`src/rtl/ctrl_pipe_tracker_pkg.sv`:
```
// Shared definitions for the control-bundle pipeline tracker: default bundle
// geometry, bundle bit positions and the per-stage load selection type.
package ctrl_pipe_tracker_pkg;

  localparam int CTRL_W_DEF   = 24;
  localparam int STAGES_DEF   = 3;
  localparam int HALT_BIT_DEF = 3;
  localparam int ERR_BIT_DEF  = 0;
  localparam int CNT_W_DEF    = 16;

  // What a pipeline register does on the next clock edge
  typedef enum logic [1:0] {
    SEL_LOAD   = 2'd0,
    SEL_BUBBLE = 2'd1,
    SEL_HOLD   = 2'd2
  } stage_sel_e;

endpackage

```
`src/rtl/ctrl_pipe_tracker_stage_reg.sv`:
```
// One pipeline register holding a control bundle plus its valid flag.
// A bubble always carries an all-zero bundle so that downstream write enables
// are gated without looking at the valid bit.
module ctrl_pipe_tracker_stage_reg
  import ctrl_pipe_tracker_pkg::*;
#(
  parameter int CTRL_W = CTRL_W_DEF
) (
  input  logic              clk,
  input  logic              rst,
  input  stage_sel_e        sel,
  input  logic [CTRL_W-1:0] d_ctrl,
  input  logic              d_valid,
  output logic [CTRL_W-1:0] q_ctrl,
  output logic              q_valid
);

  // Load, insert a bubble, or hold the current bundle
  always_ff @(posedge clk or posedge rst) begin
    if (rst) begin
      q_ctrl  <= '0;
      q_valid <= 1'b0;
    end else begin
      case (sel)
        SEL_LOAD: begin
          q_ctrl  <= d_ctrl;
          q_valid <= d_valid;
        end
        SEL_BUBBLE: begin
          q_ctrl  <= '0;
          q_valid <= 1'b0;
        end
        default: begin
          q_ctrl  <= q_ctrl;
          q_valid <= q_valid;
        end
      endcase
    end
  end

endmodule

```
`src/rtl/ctrl_pipe_tracker.sv`:
```
// Carries the decoded control bundle through STAGES pipeline registers with
// stall bubbles, branch flush of the youngest stages, sticky halt/err capture
// at retirement and saturating retired/bubble counters.
module ctrl_pipe_tracker
  import ctrl_pipe_tracker_pkg::*;
#(
  parameter int CTRL_W      = CTRL_W_DEF,
  parameter int STAGES      = STAGES_DEF,
  parameter int FLUSH_DEPTH = 2,
  parameter int HALT_BIT    = HALT_BIT_DEF,
  parameter int ERR_BIT     = ERR_BIT_DEF,
  parameter int CNT_W       = CNT_W_DEF
) (
  input  logic                     clk,
  input  logic                     rst,
  input  logic [CTRL_W-1:0]        ctrl_id,
  input  logic                     valid_id,
  input  logic                     stall,
  input  logic                     flush,
  output logic [STAGES*CTRL_W-1:0] ctrl_stages,
  output logic [STAGES-1:0]        valid_stages,
  output logic [CTRL_W-1:0]        ctrl_wb,
  output logic                     valid_wb,
  output logic                     halted,
  output logic                     err,
  output logic [CNT_W-1:0]         retired_cnt,
  output logic [CNT_W-1:0]         bubble_cnt
);

  localparam logic [CNT_W-1:0] CNT_ONE = {{(CNT_W-1){1'b0}}, 1'b1};
  localparam logic [CNT_W-1:0] CNT_MAX = {CNT_W{1'b1}};

  logic [STAGES-1:0][CTRL_W-1:0] q_ctrl;
  logic [STAGES-1:0][CTRL_W-1:0] d_ctrl;
  logic [STAGES-1:0]             q_valid;
  logic [STAGES-1:0]             d_valid;
  stage_sel_e                    sel [STAGES];
  logic                          bubble_ins;
  logic                          retire;

  // Per-stage action: halt freezes everything, flush beats stall
  always_comb begin
    for (int k = 0; k < STAGES; k++) begin
      sel[k] = SEL_LOAD;
      if (halted) begin
        sel[k] = SEL_HOLD;
      end else if (flush && (k < FLUSH_DEPTH)) begin
        sel[k] = SEL_BUBBLE;
      end else if (stall && (k == 0)) begin
        sel[k] = SEL_BUBBLE;
      end
    end
  end

  // Next bundle for each stage; an invalid ID word enters as an all-zero bundle
  always_comb begin
    d_ctrl     = '0;
    d_valid    = '0;
    d_ctrl[0]  = valid_id ? ctrl_id : '0;
    d_valid[0] = valid_id;
    for (int k = 1; k < STAGES; k++) begin
      d_ctrl[k]  = q_ctrl[k-1];
      d_valid[k] = q_valid[k-1];
    end
  end

  for (genvar g = 0; g < STAGES; g++) begin : g_stage
    ctrl_pipe_tracker_stage_reg #(
      .CTRL_W (CTRL_W)
    ) u_stage (
      .clk     (clk),
      .rst     (rst),
      .sel     (sel[g]),
      .d_ctrl  (d_ctrl[g]),
      .d_valid (d_valid[g]),
      .q_ctrl  (q_ctrl[g]),
      .q_valid (q_valid[g])
    );
  end

  assign ctrl_stages  = q_ctrl;
  assign valid_stages = q_valid;
  assign ctrl_wb      = q_ctrl[STAGES-1];
  assign valid_wb     = q_valid[STAGES-1];

  assign bubble_ins = !halted && (stall || flush);
  assign retire     = !halted && valid_wb;

  // Retirement bookkeeping: sticky halt/err and saturating counters
  always_ff @(posedge clk or posedge rst) begin
    if (rst) begin
      halted      <= 1'b0;
      err         <= 1'b0;
      retired_cnt <= '0;
      bubble_cnt  <= '0;
    end else begin
      if (retire) begin
        if (retired_cnt != CNT_MAX) begin
          retired_cnt <= retired_cnt + CNT_ONE;
        end
        if (ctrl_wb[HALT_BIT]) begin
          halted <= 1'b1;
        end
        if (ctrl_wb[ERR_BIT]) begin
          err <= 1'b1;
        end
      end
      if (bubble_ins && (bubble_cnt != CNT_MAX)) begin
        bubble_cnt <= bubble_cnt + CNT_ONE;
      end
    end
  end

endmodule
```
`config.mk`:
```
export PLATFORM = sky130hd
export DESIGN_NAME = ctrl_pipe_tracker
export DESIGN_NICKNAME = d
export VERILOG_FILES = /design/src/rtl/ctrl_pipe_tracker_pkg.sv /design/src/rtl/ctrl_pipe_tracker_stage_reg.sv /design/src/rtl/ctrl_pipe_tracker.sv
export SDC_FILE = /design/constraint.sdc
export NUM_CORES = 1
export LEC_CHECK = 0
export BUFFER_PORTS_ARGS = -buffer_cell sky130_fd_sc_hd__buf_2
export CORE_MARGIN = 1.5
export CORE_UTILIZATION = 30
export DETAILED_ROUTE_END_ITERATION = 8
export MAX_ROUTING_LAYER = met4
export RECOVER_POWER = 50
export SLEW_MARGIN = 20
export SYNTH_ARGS = -nofsm -noshare
export SYNTH_HDL_FRONTEND = slang
export SYNTH_SLANG_ARGS = --single-unit
export TNS_END_PERCENT = 5
```
`constraint.sdc`:
```
create_clock -name clk -period 3.85 [get_ports clk]
set_input_delay 0.77 -clock clk [delete_from_list [all_inputs] [get_ports clk]]
set_output_delay 0.77 -clock clk [all_outputs]
set_load 0.02 [all_outputs]
```
==> results.txt <==
Highest achievable clock rate -> 354 MHz
Post-CTS Hold Fix Bufs -> 0
Reg-to-Reg Start -> halted$_DFFE_PP0P_
Count of endpoints failing setup in the final report -> 0
Worst setup slack for register-to-register paths -> 1.03 ns
Setup tns final -> 0 ns
Cells resized by post-CTS repair -> 0
Final count of hold timing violations -> 0
Total vias in the final route -> 3213
Synthesized flop and latch total -> 109
Number of top-level design ports -> 163
Cts bufs inserted -> 9
Ys flop type -> dfrtp_1
Antenna violations before repair -> 0
Ratio of cells with drive above 1 in the final layout -> 0.351
Post-synth top area share -> 0.599
Max rail drop VDD -> 0.245 mV
Max-slew headroom -> -0.102
Final core utilization -> 0.379
Worst-case hold path end point -> err$_DFFE_PP0P_
Wire length of the first global-routing pass -> 17300 um
Net count after synthesis -> 367
Number of global-route vias before repair -> 3061
Worst-Skew Late Latency -> 0.35 ns
Data required time at the worst endpoint -> 4.09 ns
Leakage power summed over all cells -> 2.84 nW
Area growth from synthesis to final layout -> 22.5%
Total of warnings raised by yosys -> 0
Worst hold path startpoint -> err$_DFFE_PP0P_
Cell types occupying the most area after synthesis -> dfrtp_1, a22o_1, mux2_2
# H-tree levels -> 3
Failing checks -> max-capacitance violations, max-slew violations
Die area -> 15900 um^2
Global-route congestion overflow total -> 0
Count of unresolved DRC violations after routing -> 0
Mean instance size in the synthesized netlist -> 13.6 um^2
Weighted congestion reported at the end of routability-driven placement -> 0.866
Count of unique library cells instantiated by Yosys -> 40
Register area share after synthesis -> 0.599
Initial DRC Count -> 174
Hold Path Stages -> 1
Number of enable flip-flop cells after synthesis -> 0
Total Nets Final -> 503
Number of max-slew violations in the final report -> 78
Root cell of the clock tree -> clkbuf_16
Post-route worst hold slack -> 0.474 ns
Slew at the pin closest to its max-slew limit -> 1.65 ns
Core area -> 14700 um^2
Via-per-instance ratio -> 4.87
Die Wd -> 126 um
P per Cell Area -> 498 nW/um^2
Startpoint class of the critical path -> register
Worst Reg-to-Reg Cells -> 4
Setup repair after global routing missed its margin -> false
Cell count after synthesis -> 336
Detailed placer's ending HPWL -> 7580 um
Minimum clock period -> 2.82 ns
Dominant cell type by area after synthesis -> dfrtp_1
GRT Total Usage -> 0.144
Number of max-cap violations -> 1
Critical path origin -> halted$_DFFE_PP0P_
Starting Density -> 0.310
Clock net sink count -> 109
Layout Skew -> 0.0104 ns
Maximum net fanout on the critical path -> 55
Post-Syn Area -> 4550 um^2
Final clock period utilization by the worst path -> 0.733
Buffers from clock root to sink, at most -> 2
Endpoint arrival time on the critical path -> 3.06 ns
Clock-pin slew reported for the worst setup and hold paths after clock tree synthesis -> 0.08 ns
Classification of the worst-slack hold path -> register to register
Clock tree from TritonCTS -> built
Most frequent cells after synthesis -> dfrtp_1, a22o_1, buf_4, mux2_2, xor2_1
Port buffer count -> 162
Total length of routed wires -> 10900 um
Maximum number of pins on one net before global-route repair -> 78
Number of nets with antenna violations after routing -> 0
Setup slack after layout -> 1.03 ns
N_diodes -> 0
Detailed-routing iteration count for the pre-antenna-repair pass -> 4
Status -> complete, but fails checks
Critical register-to-register path endpoint -> g_stage[0].u_stage.q_ctrl[8]$_DFFE_PP0P_
Kind of end point of the critical path -> register
Post-Place Setup Slack -> 1.79 ns
Filler Cells Inserted -> 1455
Number of standard-cell rows in the floorplan -> 44
Most common cell in the netlist -> dfrtp_1
Wire length per cell after detailed routing -> 16.5 um
Vertical die dimension -> 126 um
Synth async-reset ratio -> 1.00
Post-CTS setup repair buffer count -> 0
Critical path start-end classification -> register to register
-- kinds of logic after synthesis --
group           share of synthesized area
buf+inv                            0.0626
fa+ha+maj                         0.00549
mux                                0.0676
xor+xnor                           0.0558
compound gates                      0.109
simple gates                        0.101
flops                               0.599
-- flip-flops by register name (all words and copies together) (netlist names) --
name and cells:
g_stage.u_stage.q_valid 3, retired_cnt 16, err 1, g_stage.u_stage.q_ctrl 72, bubble_cnt 16, halted 1
-- worst max-delay path by stage --
stage	end	slack, ns	cells past startpoint
floorplan	bubble_cnt[0]$_DFFE_PP0P_	0.21	1
global placement	bubble_cnt[14]$_DFFE_PP0P_	1.77	5
detailed placement	retired_cnt[14]$_DFFE_PP0P_	1.79	4
CTS	retired_cnt[14]$_DFFE_PP0P_	1.77	4
global route	g_stage[1].u_stage.q_ctrl[2]$_DFFE_PP0P_	0.75	4
finish	g_stage[0].u_stage.q_ctrl[8]$_DFFE_PP0P_	1.03	4
-- stage by stage --
step                      total power (W)  cells  cell area [um^2]
after floorplan                   0.00169    336              4550
after global placement            0.00186    645              5380
after detailed placement          0.00188    645              5380
after CTS                         0.00283    660              5670
after global routing              0.00292    660              5580
final                             0.00278    660              5580
-- metal layers --
layer,up-vias,part of all wire,track usage
met5,-,0,-
met4,0,0.014,0.0575
met3,10,0.037,0.0251
met2,97,0.49,0.219
met1,1628,0.46,0.191
li1,1478,-,-
-- critical path: stages (launching register included) --
cell and delay, ns:
dfrtp_1 0.97, clkbuf_2 1.07, nor4b_4 0.10, buf_4 0.29, a22o_1 0.24
-- placed cells by master (no fill, tap or decap), types with 3 or more instances in the layout --
cell type,instances
clkbuf_16,9
a22o_1,49
dfrtp_1,109
xnor2_1,13
nand4_1,11
xor2_1,16
and4_1,3
nand3_1,11
nor3_1,9
mux2_2,26
buf_2,109
a21o_1,3
clkbuf_1,55
nor4_1,4
nor2_1,3
and3_1,3
nand2_1,7
-- power breakdown --
group	internal, W	switching, W
Sequential	0.00123	0.000130
Clock	0.000507	0.000430
Combinational	0.000178	0.000298
Total	0.00192	0.000859
-- area by class of cell --
cell class	instances	area, um^2	share of cell area
Clock buffer	9	225	0.0404
Inverter	3	11.3	0.00202
Sequential cell	109	2730	0.489
Clock inverter	6	70.1	0.0126
Timing Repair Buffer	167	772	0.138
Multi-Input combinational cell	182	1540	0.276
Tap cell	184	230	0.0413
(Power assumes the default switching activity.)
